$ cat src/rtl/ls_ifetch_arb_if.sv
// Bus bundle for the local-store read arbiter: fetch refill, LSU read and LS port.
interface ls_ifetch_arb_if #(
  parameter int LS_ADDR_W = 18
);
  logic                 fetch_req;
  logic [LS_ADDR_W-1:0] fetch_addr;
  logic                 fetch_busy;
  logic                 fetch_done;
  logic                 flush;
  logic                 fill_we;
  logic [1:0]           fill_idx;
  logic [127:0]         fill_data;
  logic                 lsu_req;
  logic [LS_ADDR_W-1:0] lsu_addr;
  logic                 lsu_gnt;
  logic                 lsu_rvalid;
  logic [127:0]         lsu_rdata;
  logic                 ls_rd_en;
  logic [LS_ADDR_W-1:0] ls_rd_addr;
  logic [127:0]         ls_rd_data;

  // Arbiter side
  modport slave (
    input  fetch_req, fetch_addr, flush, lsu_req, lsu_addr, ls_rd_data,
    output fetch_busy, fetch_done, fill_we, fill_idx, fill_data,
           lsu_gnt, lsu_rvalid, lsu_rdata, ls_rd_en, ls_rd_addr
  );

  // Requester / LS memory side
  modport master (
    output fetch_req, fetch_addr, flush, lsu_req, lsu_addr, ls_rd_data,
    input  fetch_busy, fetch_done, fill_we, fill_idx, fill_data,
           lsu_gnt, lsu_rvalid, lsu_rdata, ls_rd_en, ls_rd_addr
  );
endinterface

$ cat src/rtl/ls_ifetch_arb.sv
// Local-store read-port arbiter: LSU reads vs. 64B instruction-line refills,
// with starvation guard, flush cancel and a tagged one-cycle return path.
module ls_ifetch_arb #(
  parameter int LS_ADDR_W  = 18,
  parameter int LINE_BEATS = 4,
  parameter int STARVE_MAX = 8
) (
  input  logic            clk,
  input  logic            reset,
  ls_ifetch_arb_if.slave  bus
);
  localparam int BW       = $clog2(LINE_BEATS);
  localparam int LINE_LSB = 4 + BW;
  localparam int SW       = $clog2(STARVE_MAX + 1);

  typedef enum logic {IDLE, ISSUE} state_e;

  state_e                      state_q, state_d;
  logic                        pend_q, pend_d;
  logic [LS_ADDR_W-1:LINE_LSB] base_q, base_d;
  logic [BW-1:0]               beat_q, beat_d;
  logic [SW-1:0]               starve_q, starve_d;
  logic                        busy_q, busy_d;
  logic                        tag_v_q, tag_v_d;
  logic                        tag_fetch_q, tag_fetch_d;
  logic [BW-1:0]               tag_beat_q, tag_beat_d;

  logic                        rd_en;
  logic [LS_ADDR_W-1:0]        rd_addr;
  logic                        gnt;
  logic                        issue_fetch;
  logic [BW-1:0]               issue_beat;
  logic                        ret_lsu;
  logic                        ret_fill;
  logic                        done;

  logic unused_bits;
  assign unused_bits = ^{bus.lsu_addr[3:0], bus.fetch_addr[LINE_LSB-1:0]};

  // State register and return tag
  always_ff @(posedge clk) begin
    if (reset) begin
      state_q     <= IDLE;
      pend_q      <= 1'b0;
      base_q      <= '0;
      beat_q      <= '0;
      starve_q    <= '0;
      busy_q      <= 1'b0;
      tag_v_q     <= 1'b0;
      tag_fetch_q <= 1'b0;
      tag_beat_q  <= '0;
    end else begin
      state_q     <= state_d;
      pend_q      <= pend_d;
      base_q      <= base_d;
      beat_q      <= beat_d;
      starve_q    <= starve_d;
      busy_q      <= busy_d;
      tag_v_q     <= tag_v_d;
      tag_fetch_q <= tag_fetch_d;
      tag_beat_q  <= tag_beat_d;
    end
  end

  // Arbitration, beat sequencing, flush cancel and return routing
  always_comb begin
    state_d     = state_q;
    pend_d      = pend_q;
    base_d      = base_q;
    beat_d      = beat_q;
    starve_d    = starve_q;
    busy_d      = busy_q;
    rd_en       = 1'b0;
    rd_addr     = '0;
    gnt         = 1'b0;
    issue_fetch = 1'b0;
    issue_beat  = '0;

    // Outputs are forced low during the reset cycle, dropping any return data.
    ret_lsu  = tag_v_q & ~tag_fetch_q & ~reset;
    ret_fill = tag_v_q &  tag_fetch_q & ~reset;
    done     = ret_fill && (tag_beat_q == BW'(LINE_BEATS - 1));
    if (done) busy_d = 1'b0;

    unique case (state_q)
      IDLE: begin
        if (pend_q && !bus.flush &&
            (!bus.lsu_req || starve_q == SW'(STARVE_MAX))) begin
          issue_fetch = 1'b1;
          issue_beat  = '0;
          beat_d      = BW'(1);
          state_d     = ISSUE;
          pend_d      = 1'b0;
        end else begin
          if (bus.lsu_req) begin
            gnt     = 1'b1;
            rd_en   = 1'b1;
            rd_addr = {bus.lsu_addr[LS_ADDR_W-1:4], 4'b0};
            if (pend_q && starve_q != SW'(STARVE_MAX))
              starve_d = starve_q + SW'(1);
          end
          if (!pend_q && bus.fetch_req && !bus.flush) begin
            pend_d = 1'b1;
            base_d = bus.fetch_addr[LS_ADDR_W-1:LINE_LSB];
            busy_d = 1'b1;
          end
        end
      end
      ISSUE: begin
        issue_fetch = 1'b1;
        issue_beat  = beat_q;
        beat_d      = beat_q + BW'(1);
        if (beat_q == BW'(LINE_BEATS - 1)) begin
          state_d = IDLE;
          beat_d  = '0;
        end
      end
      default: state_d = IDLE;
    endcase

    if (issue_fetch) begin
      rd_en   = 1'b1;
      rd_addr = {base_q, issue_beat, 4'b0};
    end

    // A flushed beat may still be on the LS port this cycle, but its tag is dropped.
    if (bus.flush) begin
      pend_d  = 1'b0;
      busy_d  = 1'b0;
      state_d = IDLE;
      beat_d  = '0;
    end
    if (!pend_d) starve_d = '0;

    if (reset) begin
      rd_en   = 1'b0;
      rd_addr = '0;
      gnt     = 1'b0;
    end

    tag_v_d     = rd_en & ~(issue_fetch & bus.flush);
    tag_fetch_d = issue_fetch;
    tag_beat_d  = issue_beat;
  end

  assign bus.ls_rd_en   = rd_en;
  assign bus.ls_rd_addr = rd_addr;
  assign bus.lsu_gnt    = gnt;
  assign bus.lsu_rvalid = ret_lsu;
  assign bus.lsu_rdata  = ret_lsu ? bus.ls_rd_data : '0;
  assign bus.fill_we    = ret_fill;
  assign bus.fill_idx   = ret_fill ? 2'(tag_beat_q) : 2'b0;
  assign bus.fill_data  = ret_fill ? bus.ls_rd_data : '0;
  assign bus.fetch_done = done;
  assign bus.fetch_busy = busy_q & ~reset;
endmodule

$ cat src/flat_wrapper.sv
// flat-port wrapper written by rule: the top's interface ports become plain ports
module ls_ifetch_arb_flat 
#(
  parameter int LS_ADDR_W  = 18,
  parameter int LINE_BEATS = 4,
  parameter int STARVE_MAX = 8
)
  (clk, reset, bus_fetch_req, bus_fetch_addr, bus_flush, bus_lsu_req, bus_lsu_addr, bus_ls_rd_data, bus_fetch_busy, bus_fetch_done, bus_fill_we, bus_fill_idx, bus_fill_data, bus_lsu_gnt, bus_lsu_rvalid, bus_lsu_rdata, bus_ls_rd_en, bus_ls_rd_addr);
  ls_ifetch_arb_if #(.LS_ADDR_W(LS_ADDR_W)) bus_i ();
  input  logic clk;
  input  logic reset;
  input wire logic [$bits(bus_i.fetch_req)-1:0] bus_fetch_req;
  input wire logic [$bits(bus_i.fetch_addr)-1:0] bus_fetch_addr;
  input wire logic [$bits(bus_i.flush)-1:0] bus_flush;
  input wire logic [$bits(bus_i.lsu_req)-1:0] bus_lsu_req;
  input wire logic [$bits(bus_i.lsu_addr)-1:0] bus_lsu_addr;
  input wire logic [$bits(bus_i.ls_rd_data)-1:0] bus_ls_rd_data;
  output wire logic [$bits(bus_i.fetch_busy)-1:0] bus_fetch_busy;
  output wire logic [$bits(bus_i.fetch_done)-1:0] bus_fetch_done;
  output wire logic [$bits(bus_i.fill_we)-1:0] bus_fill_we;
  output wire logic [$bits(bus_i.fill_idx)-1:0] bus_fill_idx;
  output wire logic [$bits(bus_i.fill_data)-1:0] bus_fill_data;
  output wire logic [$bits(bus_i.lsu_gnt)-1:0] bus_lsu_gnt;
  output wire logic [$bits(bus_i.lsu_rvalid)-1:0] bus_lsu_rvalid;
  output wire logic [$bits(bus_i.lsu_rdata)-1:0] bus_lsu_rdata;
  output wire logic [$bits(bus_i.ls_rd_en)-1:0] bus_ls_rd_en;
  output wire logic [$bits(bus_i.ls_rd_addr)-1:0] bus_ls_rd_addr;
  assign bus_i.fetch_req = bus_fetch_req;
  assign bus_i.fetch_addr = bus_fetch_addr;
  assign bus_i.flush = bus_flush;
  assign bus_i.lsu_req = bus_lsu_req;
  assign bus_i.lsu_addr = bus_lsu_addr;
  assign bus_i.ls_rd_data = bus_ls_rd_data;
  assign bus_fetch_busy = bus_i.fetch_busy;
  assign bus_fetch_done = bus_i.fetch_done;
  assign bus_fill_we = bus_i.fill_we;
  assign bus_fill_idx = bus_i.fill_idx;
  assign bus_fill_data = bus_i.fill_data;
  assign bus_lsu_gnt = bus_i.lsu_gnt;
  assign bus_lsu_rvalid = bus_i.lsu_rvalid;
  assign bus_lsu_rdata = bus_i.lsu_rdata;
  assign bus_ls_rd_en = bus_i.ls_rd_en;
  assign bus_ls_rd_addr = bus_i.ls_rd_addr;
  ls_ifetch_arb #(.LS_ADDR_W(LS_ADDR_W), .LINE_BEATS(LINE_BEATS), .STARVE_MAX(STARVE_MAX)) u_core (.clk(clk), .reset(reset), .bus(bus_i));
endmodule
$ cat config.mk
export PLATFORM = sky130hd
export DESIGN_NAME = ls_ifetch_arb_flat
export DESIGN_NICKNAME = d
export VERILOG_FILES = /design/src/rtl/ls_ifetch_arb_if.sv /design/src/rtl/ls_ifetch_arb.sv /design/src/flat_wrapper.sv
export SDC_FILE = /design/constraint.sdc
export NUM_CORES = 1
export LEC_CHECK = 0
export CAP_MARGIN = 0
export CORE_AREA = 2 2 173 175
export DETAILED_ROUTE_END_ITERATION = 16
export DIE_AREA = 0 0 175 177
export GPL_ROUTABILITY_DRIVEN = 0
export PLACE_DENSITY = 0.5
export SYNTH_ARGS = -nofsm -noshare
export SYNTH_HDL_FRONTEND = slang
export SYNTH_SLANG_ARGS = --single-unit
$ cat constraint.sdc
create_clock -name clk -period 1.4 [get_ports clk]
set_input_delay 0.14 -clock clk [delete_from_list [all_inputs] [get_ports clk]]
set_output_delay 0.14 -clock clk [all_outputs]
set_load 0.005 [all_outputs]
# == After elaboration in Yosys (flattened, before gate mapping) ==
# Cells that the tools add are included.
# classes
n_reduce_logical,14
n_addsub,2
mux,30
eq_ne,5
bitwise_logic,13
# op_table
operator,count
2-to-1 mux 128 bit,2
2-to-1 mux 18 bit,5
2-to-1 mux 1 bit,16
case mux 2 bit (2 select lines),2
AND 1 bit,7
logical AND 1 bit,6
2-to-1 mux 2 bit,3
inverter 1 bit,6
"adder 4 x 1 -> 4 bit, second input constant",1
"equality test 2 bit, second input constant",2
"equality test 4 bit, second input constant",1
"!= test 4 bit, second input constant",1
case mux 1 bit (2 select lines),2
AND reduction 4 bit,1
OR reduction 2 bit,2
zero test 1 bit,3
AND reduction 3 bit,1
"adder 2 x 1 -> 2 bit, second input constant",1
"!= test 2 x 1 -> 1 bit, second input constant",1
logical OR 1 bit,1
# totals
ff_bits,25
elab_cells,73
out_inout_bits,282

# == Depth between registers and ports, before layout ==
# Gate-level depths: netlist of run 1.
# logic_depth
word_depth,9
mapped_depth,6

# == Worst setup path before layout of run 1 ==
# No wires, ideal clock.
# synth_path
path_kind,register to output
start,reg u_core.starve_q[0]
end,out bus_ls_rd_addr[10]
arrival_time_ns,1.287
path_stages_with_launch,7
slack_ns,-0.027
path_buffers,1
cell_sequence,dfxtp_1 inv_1 ha_1 nand3b_2 buf_2 o2111ai_1 a21oi_1
# synth_via
elab_chain_len,7
word_cells_on_any_way,9
cone_classes,eq/ne (1); mux (6); reduce/logical (2)
# synth_lines
item,line_no,rtl
from (decl),ls_ifetch_arb.sv:22,"logic [SW-1:0] starve_q, starve_d;"
from (signal assigned),ls_ifetch_arb.sv:57,starve_q <= starve_d;
equality test 4 bit *,ls_ifetch_arb.sv:88,(!bus.lsu_req || starve_q == SW'(STARVE_MAX))) begin
logical OR 1 bit *,ls_ifetch_arb.sv:88,
logical AND 1 bit *,ls_ifetch_arb.sv:87,if (pend_q && !bus.flush &&
2-to-1 mux 1 bit / 2-to-1 mux 18 bit (equally long branches),ls_ifetch_arb.sv:87,
case mux 1 bit (2 select lines) / 2-to-1 mux 18 bit (equally long branches),ls_ifetch_arb.sv:85,unique case (state_q)
2-to-1 mux 18 bit *,ls_ifetch_arb.sv:121,if (issue_fetch) begin
2-to-1 mux 18 bit *,ls_ifetch_arb.sv:135,if (reset) begin
to (decl),flat_wrapper.sv:27,output wire logic [$bits(bus_i.ls_rd_addr)-1:0] bus_ls_rd_addr;
# Every way passes the cells marked *; elsewhere a longest branch is shown, timed or not.

# == Final worst setup path of run 1 ==
# layout_path
start,reg u_core.tag_fetch_q
end,out bus_fill_data[118]
# layout_via
elab_chain_len,3
# layout_lines
item,line_no,rtl
from (decl),ls_ifetch_arb.sv:25,"logic tag_fetch_q, tag_fetch_d;"
from (signal assigned),ls_ifetch_arb.sv:60,tag_fetch_q <= tag_fetch_d;
AND 1 bit (2 in a row),ls_ifetch_arb.sv:81,ret_fill = tag_v_q & tag_fetch_q & ~reset;
2-to-1 mux 128 bit,ls_ifetch_arb.sv:153,assign bus.fill_data = ret_fill ? bus.ls_rd_data : '0;
to (decl),flat_wrapper.sv:22,output wire logic [$bits(bus_i.fill_data)-1:0] bus_fill_data;
# No other way between the ends.

==> impl_metrics.yaml, run 1 <==
logic_synthesis:
  syn_area_um2: 3250
  ys_seq_area_frac: 0.154
  yosys_warnings: 0
  ys_types: 43
  syn_avg_cell_area_um2: 6.95
  ys_seq_elements: 25
  synthCells: 468
cts:
  clock_path_buffers: 2
  cts_tree: "yes"
  cts_max_level: 1
  clk_pin_slew_ps: 70
  clock_latency_ps: 260
  hold_buffers: 0
  cts_root_buffer: "clkbuf_16"
  cts_made_buffers: 3
  cts.sinks: 25
drt:
  drt_iter0_drc: 164
  drc: 0
  wl_met1_mm: 11.4
  via_per_inst: 3.73
  met2_length_mm: 12.1
  top_layer_used: "met4"
  vias: 5117
  wl_per_cell_um: 18.3
  drtPass1Iterations: 4
  ant_nets: 0
  routed_wirelength_mm: 25.1
  met3_length_mm: 1.41
floorplanning:
  core_area_um2: 29200
  row_count: 63
  initial_core_util: 0.111
  dieArea_um2: 31000
  die_y_um: 177
  ios: 451
  die_w_um: 175
global_routing:
  grt_pass1_wl_mm: 34.3
  grt_pass1_vias: 4973
  grtUsageTotal: 0.148
  grt_overflow_total: 0
  grt_max_degree: 42
  grt_antenna_before_repair: 1
sta:
  fin_crit_sh: 1.41
  setup_viol: 296
  fin_hold_ws_ps: 424
  worst_slack_ps: -570
  rsz0062_at_grt: "yes"
  finalHoldViolCount: 0
  fin_skew_ps: 6.44
  min_period_ps: 1970
  max_freq_mhz: 508
  finalMaxSlewViolations: 0
placement:
  place_area_um2: 8480
  io_buffers: 436
  dp_hpwl_mm: 19.9
  place_ws_ps: -823
final_layout:
  multiInputGateArea_um2: 2810
  fillers: 3144
  antennaDiodeCount: 0
  design_area_um2: 9370
  drive_gt1_frac: 0.423
  seq_area_um2: 507
  syn_to_final_growth_pct: 188
  layout.nets: 1155
worst_setup_path:
  worstSetupPathType: "flop to output port"
  worst-path-max-fanout: 21
  cp-end-kind: "output port"
  start_kind: "flop"
  cp.arrival_ps: 1830
  ff2ff_path_depth: 9
  cp.required_ps: 1260
pwr:
  leakage_nw: 4.27
  p_per_area_nw_per_um2: 308
  vdd_drop_max_v: 0.000614
  total_power_mw: 2.89
status:
  violations: "setup timing"
  outcome: "complete, but fails checks"
run:
  maxCapViolCount: 0
worst_hold_path:
  hold_path_depth: 3
  min-delay-path-class: "primary input to flop"
-- final timing paths --
path | startpoint | endpoint | slack [ps]
setup / recovery | u_core.tag_fetch_q$_SDFF_PP0_ | bus_fill_data[118] | -570
hold / removal | bus_fetch_addr[6] | u_core.base_q[6]$_SDFFE_PP0P_ | 420
setup reg to reg | u_core.starve_q[0]$_SDFFE_PP0P_ | u_core.starve_q[3]$_SDFFE_PP0P_ | -290
hold reg to reg | u_core.base_q[6]$_SDFFE_PP0P_ | u_core.base_q[6]$_SDFFE_PP0P_ | 460
-- sequential cells by signal, summed over array words and instances, names as in the netlist --
signal,count
u_core.tag_v_q,1
u_core.pend_q,1
u_core.state_q,1
u_core.beat_q,2
u_core.tag_fetch_q,1
u_core.starve_q,4
u_core.base_q,12
u_core.busy_q,1
u_core.tag_beat_q,2
-- critical path: stages, from the launching register on --
cell	delay, ps
dfxtp_2	350
and3b_4	230
buf_12	180
buf_6	150
and2_1	140
clkdlybuf4s50_1	500
-- timing repair --
item,4_1_cts,5_1_grt
endpoints found under the setup margin,298,298
pin swaps,29,19
cloned,9,3
gates resized for setup,573,281
setup buffers,41,17
-- where the power goes --
group | internal, mW | switching (mW)
registers | 0.734 | 0.0167
clock network | 0.390 | 0.260
logic | 0.945 | 0.540
-- kinds of logic after synthesis --
logic type,share of synthesized area
simple gates,0.594
compound gates,0.147
buf+inv,0.0865
flops,0.154
fa+ha+maj,0.0115
mux,0.00615
other cells,0.00115
-- through the flow --
step | instances | util | TNS, ps
2_1_floorplan | 471 | - | 0
3_3_place_gp | 1308 | 0.290 | -203580
3_5_place_dp | 1308 | 0.290 | -199600
4_1_cts | 1362 | 0.317 | -126780
5_1_grt | 1372 | 0.320 | -115470
6_report | 1372 | 0.320 | -92210
-- synthesized netlist by cell type (all sizes together) --
master	n	share of area
a211oi	5	0.015
a21boi	1	0.0023
a21oi	27	0.042
and2	260	0.50
and2b	1	0.0023
and3	1	0.0019
and3b	3	0.0081
buf	20	0.041
clkbuf	30	0.038
conb	1	0.0012
dfxtp	25	0.15
ha	3	0.012
inv	6	0.0069
mux2i	2	0.0062
nand2	26	0.030
nand2b	2	0.0062
nand3	2	0.0031
nand3b	2	0.0058
nand4	1	0.0019
nand4b	1	0.0027
nor2	5	0.0058
nor2b	3	0.0058
nor3	1	0.0015
nor3b	1	0.0038
nor4	1	0.0019
nor4b	1	0.0073
o2111ai	12	0.032
o211ai	1	0.0023
o21a	1	0.0023
o21ai	5	0.0077
o21ba	1	0.0031
o21bai	2	0.0046
o221ai	12	0.032
o31a	1	0.0027
or3	1	0.0019
or4b	1	0.0042
-- cell usage in the layout (no fill, tap or decap), types with 3 or more instances in the layout --
master	n
clkdlybuf4s15_2	39
a211oi_1	4
nand2_1	26
buf_16	5
conb_1	4
o2111ai_2	4
o221ai_2	9
inv_1	3
dlygate4sd2_1	12
inv_2	3
a21oi_2	4
a21oi_1	23
o21ai_0	5
clkbuf_16	6
buf_12	16
buf_4	69
dlymetal6s2s_1	10
buf_8	10
and2_4	63
dfxtp_1	20
nor2b_1	3
buf_6	82
clkbuf_2	29
nor2_1	5
clkdlybuf4s50_1	222
dfxtp_2	5
o2111ai_1	7
and2_1	197
buf_2	59
-- per-layer routing --
metal,vias up,global-route usage
li1,2551,-
met1,2336,0.195
met5,-,0
met2,218,0.262
met3,12,0.0228
met4,0,0.0205
-- cell type report --
type | count | area share
inverters | 6 | 0.00240
flip-flops and latches | 25 | 0.0541
repair buffers | 557 | 0.583
well taps | 390 | 0.0521
multi-input cells | 390 | 0.300
clock buffers | 4 | 0.00841
No activity file was read; power rests on OpenSTA's default activity.
==> run 2, diff against run 1 <==
CORE_AREA = 2 2 175 177   (was 2 2 173 175)
DIE_AREA = 0 0 177 179   (was 0 0 175 177)
PLACE_DENSITY = 0.48   (was 0.5)
clock period = 2.4 ns   (was 1.4 ns; I/O delays follow)
==> run 2 against run 1 <==
The run now ends clean. Via count decreased by 8.2%. Worst hold slack improved by 36 ps. Die area increased by 2.3%. Sequential cell count unchanged. Non-clock buffer count decreased by 89. Global-route usage decreased by 1.9 points. Worst setup slack improved by 660 ps. Register-to-register slack improved by 940 ps. Utilization decreased by 4.1 points. Sequential power decreased by 42%. Critical path depth increased by 2. Critical path type unchanged. Critical endpoint is now bus_ls_rd_addr[13]. Highest routed layer unchanged.
==> impl_metrics.yaml, run 2 (synthesized netlist as in run 1, its figures left out) <==
worst_setup_path:
  reg2reg_from: "u_core.state_q$_SDFF_PP0_"
  r2r_setup_slack_ps: 650
  timing.critical_path.from: "u_core.starve_q[0]$_SDFFE_PP0P_"
  worst-path-max-fanout: 14
  worstSetupPathType: "flop to output port"
  start_kind: "flop"
  cp.required_ps: 2160
  cp-end-kind: "output port"
  cp.arrival_ps: 2070
sta:
  fin_crit_sh: 0.963
  fin_skew_ps: 5.41
  finalMaxSlewViolations: 0
  setup_viol: 0
  setup_tns_ps: 0
  min_period_ps: 2310
  maxSlewHeadroom: 0.540
  worst_pin_slew_ps: 683
  finalHoldViolCount: 0
  max_freq_mhz: 433
pwr:
  vdd_drop_max_v: 0.000239
  leakage_nw: 3.10
  p_per_area_nw_per_um2: 179
global_routing:
  grtUsageTotal: 0.129
  grt_pass1_vias: 4412
  grt_overflow_total: 0
  grt_max_degree: 44
  grt_pass1_wl_mm: 30.4
  grt_antenna_before_repair: 1
floorplanning:
  row_count: 64
  core_area_um2: 30000
  initial_core_util: 0.108
  dieArea_um2: 31700
  die_y_um: 179
  die_w_um: 177
  ios: 451
cts:
  cts_tree: "yes"
  cts_max_level: 1
  hold_buffers: 0
  clk_pin_slew_ps: 70
  clock_latency_ps: 260
  cts.sinks: 25
  clock_path_buffers: 2
  cts_made_buffers: 3
  cts_root_buffer: "clkbuf_16"
status:
  outcome: "finished clean"
drt:
  via_per_inst: 3.64
  routed_wirelength_mm: 23.0
  ant_nets: 0
  drtPass1Iterations: 4
  drt_iter0_drc: 161
  drc: 0
  wl_per_cell_um: 17.8
  vias: 4697
final_layout:
  design_area_um2: 8400
  syn_to_final_growth_pct: 158
  top_regs: "u_core.base_q: 12 flops, u_core.starve_q: 4 flops"
  top_register: "u_core.base_q"
  drive_gt1_frac: 0.0571
  largest_reg_flops: 12
  multiInputGateArea_um2: 2510
  mostFrequentLayoutCells: "430 x clkdlybuf4s50_1, 260 x and2_1, 27 x a21oi_1"
  fillers: 3311
  final_common_cell: "clkdlybuf4s50_1"
  layout.nets: 1066
  seq_area_um2: 504
worst_hold_path:
  min-delay-path-class: "flop to flop"
  min_from: "u_core.base_q[17]$_SDFFE_PP0P_"
placement:
  dp_hpwl_mm: 19.7
  io_buffers: 436
  place_area_um2: 8230
run:
  maxCapViolCount: 0
==> run 2: changes by cell type in the layout (fill, tap and decap cells not counted), moves of 39 or more <==
cell,before,now
buf_6,82,2
clkdlybuf4s15_2,39,0
and2_4,63,0
buf_4,69,20
buf_2,59,0
clkdlybuf4s50_1,222,430
and2_1,197,260
==> run 2: area by class of cell <==
class	instances	share of cell area
sequential	25	0.0600
inverter	6	0.00268
multi-input combinational	390	0.299
timing repair buffer	468	0.569
antenna	1	0.000298
clock buffer	4	0.00939
tap	396	0.0590
==> run 2: per-stage QoR <==
stage               setup slack (ps)   util  instances  hold WS, ps  total power [mW]
floorplan                        873      -        471          319             0.603
global placement                51.1  0.274       1281          448              1.14
detailed placement              56.2  0.274       1281          453              1.14
CTS                             26.7  0.278       1287          462              1.53
global route                  -0.238  0.280       1289          478              1.58
finish                          89.7  0.280       1290          460              1.51
==> run 2: power breakdown <==
part	total, mW	switching (mW)	internal [mW]
Combinational	0.688	0.241	0.447
Sequential	0.437	0.00948	0.428
Clock	0.381	0.154	0.228
==> run 2: path summary, 6_finish.rpt <==
| check | endpoint | cells after the start |
|---|---|---|
| max reg2reg | u_core.starve_q[2]$_SDFFE_PP0P_ | 5 |
| min reg2reg | u_core.base_q[17]$_SDFFE_PP0P_ | 2 |
| min | u_core.base_q[17]$_SDFFE_PP0P_ | 2 |
| max | bus_ls_rd_addr[13] | 7 |
==> run 2: per-layer routing <==
layer / track usage / vias to the layer above / routed length [um]
li1: - / 2370 / -
met1: 0.156 / 2118 / 9360
met2: 0.233 / 196 / 11600
met3: 0.0307 / 13 / 1760
met4: 0.0234 / 0 / 290
met5: 0 / - / 0
==> run 2: worst max-delay path, cell delays in order, from the launching register on <==
cell             delay (ps)
dfxtp_2                 340
inv_1                   110
ha_4                    170
and3b_1                 170
buf_6                   160
o221ai_1                130
a21oi_1                 190
clkdlybuf4s50_1         520
==> run 2: what timing repair did <==
action,in CTS,in global routing
buffers inserted,2,1
setup endpoints to repair,11,25
pin swaps,1,3
gates cloned,0,1
resized for setup,2,10
==> run 3, diff against run 2 <==
CORE_AREA = 4 4 175 177   (was 2 2 175 177)
DIE_AREA = 0 0 179 181   (was 0 0 177 179)
PLACE_DENSITY = 0.5   (was 0.48)
clock period = 2.01 ns   (was 2.4 ns; I/O delays follow)
==> run 3 against run 2 <==
Via count increased by 4.4%. Sequential power increased by 19%. Critical path depth stayed put. Sequential share of layout area fell by 0.20 points. Sequential cell count unchanged. Utilization grew 1.8 points. Die area grew 2.3%. Critical endpoint is now bus_fill_data[6].
==> impl_metrics.yaml, run 3 (synthesized netlist as in run 1, its figures left out) <==
worst_setup_path:
  path_buf_inv: 5
  worstPathCellList: "dlygate4sd2_1, and3b_4, buf_4, buf_6, bufbuf_16, and2_1, dlygate4sd2_1"
  crit_family: "buffers and inverters"
  cp.required_ps: 1810
  critPathMaxStageDelay_ps: 420
  worstSetupPathType: "primary input to output port"
  worst-path-max-fanout: 8
  cp-end-kind: "output port"
  reg2reg_to: "u_core.starve_q[2]$_SDFFE_PP0P_"
  crit_top_cell: "dlygate4sd2_1"
  critPathSlowestCell: "and3b_4"
  start_kind: "primary input"
  cp.arrival_ps: 1780
  r2r_setup_slack_ps: 260
  ff2ff_path_depth: 8
  reg2reg_from: "u_core.starve_q[1]$_SDFFE_PP0P_"
sta:
  fin_crit_sh: 0.987
  worst_pin_slew_ps: 575
  rsz0062_at_grt: "yes"
  maxSlewHeadroom: 0.612
  setup_viol: 0
  min_period_ps: 1980
  finalHoldViolCount: 0
  fin_skew_ps: 4.91
  max_freq_mhz: 504
  finalMaxSlewViolations: 0
floorplanning:
  die_w_um: 179
  core_area_um2: 29200
  row_count: 63
  ios: 451
  dieArea_um2: 32400
  die_y_um: 181
  initial_core_util: 0.111
pwr:
  leakage_nw: 4.63
  p_per_area_nw_per_um2: 207
  clockPowerShare: 0.244
  p_sw_uw: 493
  pwr-share-comb: 0.467
  p_int_mw: 1.31
  seqPwrFrac: 0.289
  switching_share: 0.274
  vdd_drop_max_v: 0.000276
global_routing:
  grtUsageTotal: 0.146
  grt_overflow_total: 0
  grt_pass1_wl_mm: 35.1
  grt_antenna_before_repair: 2
  grt_max_degree: 33
  grt_pass1_vias: 4943
final_layout:
  seq_area_um2: 505
  top_register: "u_core.base_q"
  top_regs: "u_core.base_q: 12 flops, u_core.starve_q: 4 flops"
  design_area_um2: 8700
  fin_util: 0.298
  syn_to_final_growth_pct: 168
  layout.nets: 1114
  multiInputGateArea_um2: 2560
  mostFrequentLayoutCells: "259 x and2_1, 187 x clkdlybuf4s50_1, 161 x dlygate4sd2_1"
  largest_reg_flops: 12
  fillers: 3195
  final_common_cell: "and2_1"
  drive_gt1_frac: 0.157
cts:
  clock_latency_ps: 260
  cts_root_buffer: "clkbuf_16"
  cts_max_level: 1
  hold_buffers: 0
  cts_tree: "yes"
  cts_made_buffers: 3
  clk_pin_slew_ps: 60
  cts.sinks: 25
  clock_path_buffers: 2
worst_hold_path:
  min-delay-path-class: "flop to flop"
  min_from: "u_core.busy_q$_SDFF_PP0_"
  hold_path_depth: 2
  holdPathEnd: "u_core.busy_q$_SDFF_PP0_"
placement:
  io_buffers: 436
  dp_hpwl_mm: 20.7
  place_area_um2: 8290
drt:
  drt_iter0_drc: 117
  ant_nets: 0
  drtPass1Iterations: 4
  via_per_inst: 3.68
  vias: 4906
  wl_per_cell_um: 19.5
  drc: 0
  routed_wirelength_mm: 26.0
status:
  outcome: "finished clean"
run:
  maxCapViolCount: 0
run 3: how the worst max path moves through the flow:
| stage | startpoint | end | slack [ps] | cells after the start |
|---|---|---|---|---|
| 6_report | reset | bus_fill_data[6] | 30 | 7 |
| 5_1_grt | u_core.tag_fetch_q$_SDFF_PP0_ | bus_fill_data[6] | -30 | 6 |
| 4_1_cts | u_core.tag_fetch_q$_SDFF_PP0_ | bus_lsu_rdata[123] | -90 | 5 |
| 3_5_place_dp | reset | bus_fill_data[84] | -320 | 6 |
| 3_3_place_gp | reset | bus_fill_data[84] | -350 | 6 |
| 2_1_floorplan | u_core.starve_q[0]$_SDFFE_PP0P_ | bus_ls_rd_addr[10] | 520 | 6 |
run 3: routing by layer:
metal  track usage  wire length [um]  vias to the layer above  share of wire
met1         0.177             10400                     2196           0.40
li1              -                 -                     2482              -
met3        0.0253              2100                       12          0.081
met2         0.267             13100                      216           0.50
met4        0.0289               361                        0          0.014
met5             0                 0                        -              0
run 3: stage by stage:
stage                     hold WS (ps)  power [mW]  setup TNS [ps]  instances  worst slack [ps]
after floorplan                    280       0.720               0        471               522
after global placement             443        1.38          -57370       1288              -346
after detailed placement           450        1.38          -54530       1288              -323
after CTS                          460        1.81           -2050       1318             -93.1
after global routing               478        1.90            -178       1332             -33.7
final                              454        1.80               0       1332              25.6
run 3: final cells by class:
| class | count | area share |
|---|---|---|
| antenna | 1 | 0.000288 |
| multi-input combinational | 391 | 0.294 |
| clock buffer | 4 | 0.00906 |
| inverter | 6 | 0.00259 |
| sequential | 25 | 0.0581 |
| timing repair buffer | 515 | 0.580 |
| tap | 390 | 0.0561 |
run 3: worst reg2reg max path, stage by stage (launching register included):
cell,delay [ps]
dfxtp_1,320
inv_2,70
ha_4,140
buf_4,120
nand3b_4,130
buf_4,170
buf_4,140
a211oi_4,410
nor3_1,110
run 3: power groups by stage:
stage	logic, mW	registers [mW]	clock network, mW
final	0.840	0.521	0.440
after global routing	0.902	0.522	0.475
after CTS	0.838	0.520	0.456
after detailed placement	0.849	0.530	0
after global placement	0.854	0.530	0
after floorplan	0.191	0.529	0
run 3: what timing repair did:
item | CTS | global route
endpoints found under the hold margin | 0 | 0
gates cloned | 10 | 2
endpoints found under the setup margin | 272 | 100
setup buffers | 16 | 11
gates resized for setup | 265 | 116
pin swaps | 6 | 4
